<file path="config.mk">
export PLATFORM = sky130hd
export DESIGN_NAME = dlfloat_result_drain
export DESIGN_NICKNAME = d
export VERILOG_FILES = /design/src/rtl/dlfloat_result_drain.sv
export SDC_FILE = /design/constraint.sdc
export NUM_CORES = 1
export LEC_CHECK = 0
export ABC_AREA = 0
export CAP_MARGIN = 10
export CORE_MARGIN = 4
export CORE_UTILIZATION = 53
export DETAILED_ROUTE_END_ITERATION = 7
export HOLD_SLACK_MARGIN = 0.02
export PLACE_DENSITY = 0.76
export SETUP_SLACK_MARGIN = 0.05
export SLEW_MARGIN = 40
export SYNTH_ARGS = -nofsm -noshare
export SYNTH_HDL_FRONTEND = slang
export SYNTH_SLANG_ARGS = --single-unit
export TNS_END_PERCENT = 10
</file>
<file path="constraint.sdc">
create_clock -name clk -period 3.35 [get_ports clk]
set_input_delay 0.5025 -clock clk [delete_from_list [all_inputs] [get_ports clk]]
set_output_delay 0.5025 -clock clk [all_outputs]
set_load 0.005 [all_outputs]
</file>
<file path="src/rtl/dlfloat_result_drain.sv">
// dlfloat_result_drain: captures DLFloat16 MAC results into a small FIFO after the MAC
// pipeline latency and drains them byte-serially (low byte first) on a read-request handshake.
// Optional feature macro: DRAIN_FLAGS_EN adds is_zero / is_max flags for the presented entry.

module dlfloat_result_drain #(
   parameter int unsigned DEPTH = 4,   // FIFO entries, power of two, >= 2
   parameter int unsigned LAT   = 3,   // in_valid to mac_c latency, >= 1
   parameter int unsigned W     = 16   // result width, fixed for DLFloat16
) (
   input  logic                     clk,
   input  logic                     rst,
   input  logic                     in_valid,
   input  logic [W-1:0]             mac_c,
   input  logic                     rd_req,
   output logic [7:0]               out_byte,
   output logic                     out_valid,
   output logic                     out_hi,
   output logic                     full,
   output logic                     empty,
   output logic                     overflow,
`ifdef DRAIN_FLAGS_EN
   output logic                     is_zero,
   output logic                     is_max,
`endif
   output logic [$clog2(DEPTH):0]   count
);

   localparam int unsigned PW = $clog2(DEPTH);
   localparam int unsigned CW = PW + 1;
   localparam logic [CW-1:0] DepthC = CW'(DEPTH);

   typedef enum logic [1:0] {StIdle, StLo, StHi} state_e;

   state_e            state_q, state_d;
   logic [LAT-1:0]    vpipe_q, vpipe_d;
   logic [PW-1:0]     wr_ptr_q, rd_ptr_q;
   logic [CW-1:0]     count_q, count_d;
   logic              overflow_q, overflow_d;
   logic [W-1:0]      mem_q [DEPTH];
   logic [W-1:0]      head;
   logic              cap, pop, push_ok;

   // Valid shift register mirroring the MAC pipeline depth
   if (LAT == 1) begin : g_lat1
      assign vpipe_d = in_valid;
   end else begin : g_latn
      assign vpipe_d = {vpipe_q[LAT-2:0], in_valid};
   end

   assign cap  = vpipe_q[LAT-1];
   assign head = mem_q[rd_ptr_q];

   // Push/pop arbitration; a pop frees the slot a simultaneous push needs when full
   always_comb begin
      pop        = (state_q == StHi) && rd_req;
      push_ok    = cap && ((count_q < DepthC) || pop);
      count_d    = count_q + CW'(push_ok) - CW'(pop);
      overflow_d = overflow_q | (cap & ~push_ok);
   end

   // Pipeline, pointers, occupancy, sticky overflow and FSM state
   always_ff @(posedge clk or negedge rst) begin
      if (!rst) begin
         vpipe_q    <= '0;
         wr_ptr_q   <= '0;
         rd_ptr_q   <= '0;
         count_q    <= '0;
         overflow_q <= 1'b0;
         state_q    <= StIdle;
      end else begin
         vpipe_q    <= vpipe_d;
         count_q    <= count_d;
         overflow_q <= overflow_d;
         state_q    <= state_d;
         if (push_ok) wr_ptr_q <= wr_ptr_q + 1'b1;
         if (pop)     rd_ptr_q <= rd_ptr_q + 1'b1;
      end
   end

   // FIFO storage; contents are don't-care until written, so no reset
   always_ff @(posedge clk) begin
      if (push_ok) mem_q[wr_ptr_q] <= mac_c;
   end

   // Output FSM next state: low byte, then high byte, then pop
   always_comb begin
      state_d = state_q;
      unique case (state_q)
         StIdle:  if (!empty) state_d = StLo;
         StLo:    if (rd_req) state_d = StHi;
         StHi:    if (rd_req) state_d = (count_d != '0) ? StLo : StIdle;
         default: state_d = StIdle;
      endcase
   end

   // Output decode from state and head entry
   always_comb begin
      out_byte  = 8'h00;
      out_valid = 1'b0;
      out_hi    = 1'b0;
      unique case (state_q)
         StLo: begin
            out_byte  = head[7:0];
            out_valid = 1'b1;
         end
         StHi: begin
            out_byte  = head[W-1:8];
            out_valid = 1'b1;
            out_hi    = 1'b1;
         end
         default: ;
      endcase
   end

   assign empty    = (count_q == '0);
   assign full     = (count_q == DepthC);
   assign overflow = overflow_q;
   assign count    = count_q;

`ifdef DRAIN_FLAGS_EN
   // Flags describe the presented entry only
   always_comb begin
      is_zero = out_valid && (head[14:0] == 15'h0000);
      is_max  = out_valid && (head[14:9] == 6'h3F);
   end
`endif

endmodule

</file>
# [Word level (Yosys, flattened, before mapping)]
# Memories as Yosys holds them, arrays and structs flattened.
# Cells that the tools add are included.
[word_totals] regBits=13 mem_bits_rw=64 input_bits=20 output_inout_bits=16 word_cells=39 memories=1
[classes] addsub=4 magnitude_cmp=1 eq_ne=6 mux=10 bitwise=3 n_reduce_logical=8
[mem_list] name="mem_q" depth=4 width=16 rd=1 rd_ports_with_merged_regs=0 write_ports=1 line="39" text="logic [W-1:0] mem_q [DEPTH];"
[ops] cell="$pmux W8 S2" count=1
[ops] cell="$mux W2" count=3
[ops] cell="$ne A2 B2 Y1 const B" count=3
[ops] cell="$pmux W2 S3" count=1
[ops] cell="$mux W1" count=5
[ops] cell="$add A2 B1 Y2 const B" count=2
[ops] cell="$add A3 B1 Y3" count=1
[ops] cell="$eq A3 B3 Y1 const B" count=1
[ops] cell="$logic_not A3 Y1" count=1
[ops] cell="$lt A3 B3 Y1 const B" count=1
[ops] cell="$reduce_and A3 Y1" count=1
[ops] cell="$reduce_bool A3 Y1" count=1
[ops] cell="$sub A3 B1 Y3" count=1
[ops] cell="$eq A2 B1 Y1 const B" count=1
[ops] cell="$eq A2 B2 Y1 const B" count=1
[ops] cell="$logic_and A1 B1 Y1" count=2
[ops] cell="$logic_not A2 Y1" count=1
[ops] cell="$reduce_or A2 Y1" count=1
[ops] cell="$and A1 B1 Y1" count=1
[ops] cell="$logic_or A1 B1 Y1" count=1
[ops] cell="$not A1 Y1" count=1
[ops] cell="$or A1 B1 Y1" count=1

# [Longest topological paths before layout]
# Gate-level depths: netlist of the first run.
[depth] ltp_word=10 depth_mapped=12 depth_no_buf=12

# [Worst setup path before layout of the first run]
# OpenSTA, ideal clock, no wires.
[synth_path] path_type="reg-to-reg" startpoint="register state_q[0]" endpoint="register state_q[0]" setup_time_ns=0.134 t_arrival_ns=2.871 path_slack_ns=0.345 path_stages_with_launch=13 n_path_buf=0 synth_period_minus_slack_ns=3.005 path_cell_list="dfrtp_1 inv_1 ha_1 nand2_1 a21boi_1 inv_1 ha_1 inv_1 ha_1 fa_1 xnor3_4 o311ai_0 a31oi_1"
[synth_between] elab_chain_cells=10 elab_cells_between_ends=16
[synth_lines] element="from (decl)" line="34" text="state_e state_q, state_d;"
[synth_lines] element="from (signal assigned)" line="69" text="state_q <= StIdle;"
[synth_lines] element="from (signal assigned)" line="74" text="state_q <= state_d;"
[synth_lines] element="$eq A2 B2 Y1 (*)" line="55" text="pop = (state_q == StHi) && rd_req;"
[synth_lines] element="$logic_and A1 B1 Y1 (*)" line="55"
[synth_lines] element="$logic_or A1 B1 Y1" line="56" text="push_ok = cap && ((count_q < DepthC) || pop);"
[synth_lines] element="$logic_and A1 B1 Y1" line="56"
[synth_lines] element="$add A3 B1 Y3" line="57" text="count_d = count_q + CW'(push_ok) - CW'(pop);"
[synth_lines] element="$sub A3 B1 Y3 (*)" line="57"
[synth_lines] element="named net count_d[2]" line="37" text="logic [CW-1:0] count_q, count_d;"
[synth_lines] element="$reduce_bool A3 Y1 (*)" line="91" text="StHi: if (rd_req) state_d = (count_d != '0) ? StLo : StIdle;"
[synth_lines] element="$mux W1 (*)" line="91"
[synth_lines] element="$mux W2 (*)" line="91"
[synth_lines] element="$pmux W2 S3 (*)" line="88" text="unique case (state_q)"
# The timed path passes the listed nets; every way through them passes the cells marked *. The select of a mux whose other input is x is not followed.
# A chain may end at the register's enable or synchronous reset.

# [Worst setup path after layout of the first run]
# Ends and elaborated chain as after synthesis.

==> results.sh, run 1 <==
export IMPL_status="completed"
export IMPL_drive_gt1_share_pct=21.3
export IMPL_critPathArrivalTime_ns=3.30
export IMPL_path_clk_slew_ns=0.08
export IMPL_ir_worst_vdd_mv=0.482
export IMPL_ys_ff_latch=77
export IMPL_critPathRequiredTime_ns=3.57
export IMPL_ios=36
export IMPL_wl_met2_um=3150
export IMPL_fin_setup_tns_ns=0
export IMPL_tightest_slew_ns=0.790
export IMPL_hp_start="vpipe_q[1]"
export IMPL_syn_num_nets=186
export IMPL_floorplan_initialDensity_pct=55.8
export IMPL_die_w_um=84.8
export IMPL_grt_overflow=0
export IMPL_cts_setup_buffers=0
export IMPL_fin_crit_sh_pct=92.0
export IMPL_synthFlopType="edfxtp_1"
export IMPL_synth_cell_types=29
export IMPL_synth_cell_area_um2=3130
export IMPL_fp_dieArea_um2=7200
export IMPL_clock_sinks=77
export IMPL_final_cell_area_um2=3760
export IMPL_m1WireLength_um=2290
export IMPL_fin_crit_ns=3.08
export IMPL_diodes=0
export IMPL_ys_async_sr_fraction_pct=16.9
export IMPL_layout_commonest_cell="edfxtp_1"
export IMPL_routabilityCongestion=0.790
export IMPL_syn_inst=154
export IMPL_drt_initial_drc_count=88
export IMPL_die_height_um=84.8
export IMPL_htree_num_levels=3
export IMPL_synthTopCellsByArea="edfxtp_1 61%, mux4_2 11%, dfrtp_1 10%, ha_1 4.4%, a32o_1 2.6%"
export IMPL_num_vias=1611
export IMPL_end_kind="flop"
export IMPL_worstSkewPairLatency_ns=0.34
export IMPL_fmax_mhz=325
export IMPL_wl_um=5890
export IMPL_fin_skew_ns=0.00669
export IMPL_syn_to_final_growth_pct=20.2
export IMPL_drc=0
export IMPL_synth_warning_count=0
export IMPL_ff2ff_setup_slack_ns=0.27
export IMPL_rows=27
export IMPL_cts_hold_buf=0
export IMPL_synth_top_area_cell="edfxtp_1"
export IMPL_dr_pass1_iters=4
export IMPL_drv_cap=0
export IMPL_slew_viol_final=0
export IMPL_setup_viol=0
export IMPL_avgSynthCellArea_um2=20.3
export IMPL_holdPathEnd="vpipe_q[2]"
export IMPL_grt_start_max_net_pins=18
export IMPL_relSlewSlack_pct=47.4
export IMPL_p_total_mw=3.10
export IMPL_r2r_worst_path_cells=12
export IMPL_grt_util_all_layers_pct=17.7
export IMPL_viasPerCell=5.77
export IMPL_top_layer="met4"
export IMPL_ant_nets=0
export IMPL_p_leak_nw=1.32
export IMPL_p_per_area_nw_per_um2=825
export IMPL_num_fill_cells=400
export IMPL_placed_cells=263
export IMPL_clockRootBuffer="clkbuf_8"
export IMPL_crit_path_start_kind="flop"
export IMPL_coreArea_um2=5610
export IMPL_wl_met3_um=241
export IMPL_cts_max_path_buffers=2
export IMPL_io_buffers=35
export IMPL_grt_pass1_wl_um=9380
export IMPL_hold_viol=0
export IMPL_antenna_found_initial=0
export IMPL_r2r_start="state_q[0]"
export IMPL_fin_cells=279
export IMPL_layout_common_cells="64 x edfxtp_1, 35 x clkdlybuf4s50_1, 15 x mux4_2, 13 x dfrtp_1, 11 x ha_1"
export IMPL_cts_tree="built"
export IMPL_cts_buffers=9
export IMPL_critPathKind="flop to flop"
export IMPL_cp_max_fo=5
export IMPL_ys_seq_area_share_pct=71.8
export IMPL_cts_resized=0
export IMPL_dp_hpwl_um=3950
export IMPL_nNetsFinal=234
export IMPL_post_dp_cell_area_um2=3590
export IMPL_post_drt_wl_per_cell_um=21.1
export IMPL_grt_pass1_vias=1845
export IMPL_synth_top_cell_area_share_pct=61.4
export IMPL_synth_edf_count=64
export IMPL_whs_path_depth=0
export IMPL_r2r_end="state_q[0]"
export IMPL_rsz0062_at_grt="no"
export IMPL_hp_class="flop to flop"
[flip-flops by register name, summed over array words and instances (netlist names)]
| name | count |
|---|---|
| state_q | 2 |
| mem_q | 64 |
| overflow | 1 |
| rd_ptr_q | 2 |
| wr_ptr_q | 2 |
| vpipe_q | 3 |
| count | 3 |
[report_power, final]
| group | internal, mW | switching [mW] |
|---|---|---|
| Sequential | 1.23 | 0.139 |
| Combinational | 0.641 | 0.497 |
| Clock | 0.266 | 0.329 |
| Total | 2.14 | 0.966 |
[critical path: stages (launching register included)]
cell      delay, ns
dfrtp_1        0.44
inv_1          0.11
ha_1           0.17
nand2_1        0.14
a21boi_1       0.23
inv_1          0.07
ha_1           0.28
inv_1          0.04
ha_1           0.18
fa_1           0.36
xnor3_4        0.46
o311ai_0       0.34
a31oi_1        0.13
[how the worst max path moves through the flow]
stage                     startpoint          to  slack, ns  cells past startpoint
after floorplan           state_q[0]  state_q[0]       0.34                     12
after global placement        rd_req  state_q[0]       0.14                     11
after detailed placement      rd_req  state_q[0]      0.005                     11
after CTS                 state_q[0]  state_q[0]       0.28                     12
after global routing      state_q[0]  state_q[0]       0.11                     12
final                     state_q[0]  state_q[0]       0.27                     12
[metrics by stage]
step | util [%] | setup slack, ns | hold WS [ns]
final | 67.0 | 0.269 | 0.352
after global placement | 64.1 | 0.142 | 0.334
after floorplan | - | 0.345 | 0.207
after detailed placement | 64.1 | 0.00505 | 0.338
after CTS | 67.0 | 0.276 | 0.357
after global routing | 67.0 | 0.106 | 0.360
[logic make-up after synthesis]
family	share of synthesized area, %
compound gates	3.96
fa+ha+maj	5.04
flops	71.8
xor+xnor	1.68
mux	12.5
simple gates	2.40
buf+inv	2.60
[layout make-up]
type                       instances  area, um^2  share of cell area (%)
clock inverter                     6        40.0                    1.06
tap                               72        90.1                    2.40
multi-input combinational         60         800                    21.3
sequential                        77        2250                    59.8
inverter                          10        37.5                   0.998
clock buffer                      10         128                    3.39
timing repair buffer              44         418                    11.1
[synth_stat cells, types with 2 or more instances]
library cell / number
edfxtp_1: 64
mux4_2: 15
dfrtp_1: 13
ha_1: 11
inv_1: 10
a32o_1: 8
and2_1: 5
xnor2_1: 3
buf_1: 2
buf_2: 2
buf_6: 2
nand2_1: 2
[per-layer routing]
layer  GRT usage [%]  vias to the layer above
li1                -                      711
met3            4.27                       20
met1            19.7                      842
met5               0                        -
met2            30.2                       38
met4            11.8                        0
(Power assumes the default switching activity.)
==> inputs of run 2 (changes only) <==
HOLD_SLACK_MARGIN = 0.1   (was 0.02)
==> results of run 2 <==
Same layout as run 1: the final DEF is identical, and so are final timing and power.
==> inputs of run 3 (changes only) <==
CTS_BUF_LIST = sky130_fd_sc_hd__clkbuf_4 sky130_fd_sc_hd__clkbuf_8   (was not set)
==> run 3 against run 2 <==
  * Flip-flop and latch count did not move
  * Global-route usage barely moved
  * Clock power rose by 2%
  * Routed wire length rose by 0.24%
  * Cell count did not move
  * Sequential share of layout area fell by 0.060 points
  * Utilization rose by 0.067 points
  * Non-clock buffer count did not move
  * Clock skew rose by 0.0045 ns
  * Critical path depth did not move
  * Die area did not move
  * Final area barely moved
  * Largest cell class unchanged
==> results.sh, run 3 (synthesis results as in run 1) <==
export IMPL_ir_worst_vdd_mv=0.482
export IMPL_floorplan_initialDensity_pct=55.8
export IMPL_rows=27
export IMPL_path_clk_slew_ns=0.08
export IMPL_post_drt_wl_per_cell_um=21.2
export IMPL_critPathRequiredTime_ns=3.57
export IMPL_p_per_area_nw_per_um2=827
export IMPL_layout_common_cells="64 x edfxtp_1, 35 x clkdlybuf4s50_1, 15 x mux4_2, 13 x dfrtp_1, 11 x ha_1"
export IMPL_p_leak_nw=1.33
export IMPL_drv_cap=0
export IMPL_ios=36
export IMPL_coreArea_um2=5610
export IMPL_fmax_mhz=324
export IMPL_clockRootBuffer="clkbuf_8"
export IMPL_fin_crit_ns=3.09
export IMPL_fin_setup_tns_ns=0
export IMPL_tightest_slew_ns=0.790
export IMPL_num_fill_cells=400
export IMPL_p_total_mw=3.11
export IMPL_fin_skew_ns=0.0112
export IMPL_top_usage_layer="met2"
export IMPL_num_vias=1608
export IMPL_relSlewSlack_pct=47.3
export IMPL_syn_to_final_growth_pct=20.3
export IMPL_clock_sinks=77
export IMPL_hp_class="flop to flop"
export IMPL_grt_util_all_layers_pct=17.8
export IMPL_rsz0062_at_grt="no"
export IMPL_fp_dieArea_um2=7200
export IMPL_setup_viol=0
export IMPL_grtUsageMet1_pct=19.9
export IMPL_slew_viol_final=0
export IMPL_viasPerCell=5.76
export IMPL_largest_reg_flops=64
export IMPL_use_met3_pct=4.27
export IMPL_htree_num_levels=3
export IMPL_die_w_um=84.8
export IMPL_routabilityCongestion=0.790
export IMPL_worstSkewPairLatency_ns=0.35
export IMPL_dr_pass1_iters=4
export IMPL_cts_setup_buffers=0
export IMPL_drc=0
export IMPL_drive_gt1_share_pct=21.7
export IMPL_dp_hpwl_um=3950
export IMPL_diodes=0
export IMPL_cts_tree="built"
export IMPL_critPathKind="flop to flop"
export IMPL_layout_commonest_cell="edfxtp_1"
export IMPL_cp_max_fo=5
export IMPL_cts_hold_buf=0
export IMPL_drt_initial_drc_count=83
export IMPL_critPathArrivalTime_ns=3.31
export IMPL_cts_max_path_buffers=2
export IMPL_wl_um=5910
export IMPL_grt_pass1_wl_um=9390
export IMPL_ant_nets=0
export IMPL_crit_path_start_kind="flop"
export IMPL_cts_buffers=9
export IMPL_end_kind="flop"
export IMPL_antenna_found_initial=0
export IMPL_grt_overflow=0
export IMPL_cts_resized=0
export IMPL_fin_crit_sh_pct=92.2
export IMPL_top_register="mem_q"
export IMPL_die_height_um=84.8
export IMPL_grt_start_max_net_pins=18
export IMPL_grt_pass1_vias=1843
export IMPL_io_buffers=35
export IMPL_nNetsFinal=234
export IMPL_hold_viol=0
export IMPL_status="completed"
export IMPL_use_met2_pct=30.2
-- run 3: final timing paths --
path,endpoint,from,depth (start not counted),slack (ns)
max in group asynchronous,rd_ptr_q[1],rst,1,2.41
min reg2reg,vpipe_q[2],vpipe_q[1],0,0.35
min in group asynchronous,count[2],rst,1,0.53
max,state_q[0],state_q[0],12,0.26
min,vpipe_q[2],vpipe_q[1],0,0.35
max reg2reg,state_q[0],state_q[0],12,0.26
-- run 3: metal layers --
metal | routed length, um | up-vias
met5 | 0 | -
met4 | 196 | 0
met3 | 257 | 17
met2 | 3160 | 42
met1 | 2290 | 838
li1 | - | 711
-- run 3: power breakdown --
group	switching, mW	leakage, nW	internal [mW]
registers	0.139	0.732	1.23
logic	0.497	0.517	0.640
clock network	0.334	0.0777	0.274
total	0.970	1.33	2.14
-- run 3: final cells by class --
class                           instances  area [um^2]  area share [%]
Clock buffer                           10          131            3.49
Clock inverter                          6         40.0            1.06
Inverter                               10         37.5           0.997
Multi-Input combinational cell         60          800            21.2
Sequential cell                        77         2250            59.7
Tap cell                               72         90.1            2.39
Timing Repair Buffer                   44          418            11.1
-- run 3: per-stage QoR --
| stage | cells | worst slack [ns] | area (um^2) | hold WS, ns | utilization [%] |
|---|---|---|---|---|---|
| finish | 279 | 0.262 | 3760 | 0.355 | 67.1 |
| global route | 279 | 0.106 | 3760 | 0.361 | 67.1 |
| CTS | 279 | 0.276 | 3760 | 0.357 | 67.1 |
| detailed placement | 263 | 0.00505 | 3590 | 0.338 | 64.1 |
| global placement | 263 | 0.142 | 3590 | 0.334 | 64.1 |
| floorplan | 154 | 0.345 | 3130 | 0.207 | - |
-- run 3: critical path, cell delays in order, from the launching register on --
cell and delay (ns):
dfrtp_1 0.44, inv_1 0.11, ha_1 0.17, nand2_1 0.14
a21boi_1 0.23, inv_1 0.07, ha_1 0.28, inv_1 0.04
ha_1 0.18, fa_1 0.36, xnor3_4 0.46, o311ai_0 0.34
a31oi_1 0.13
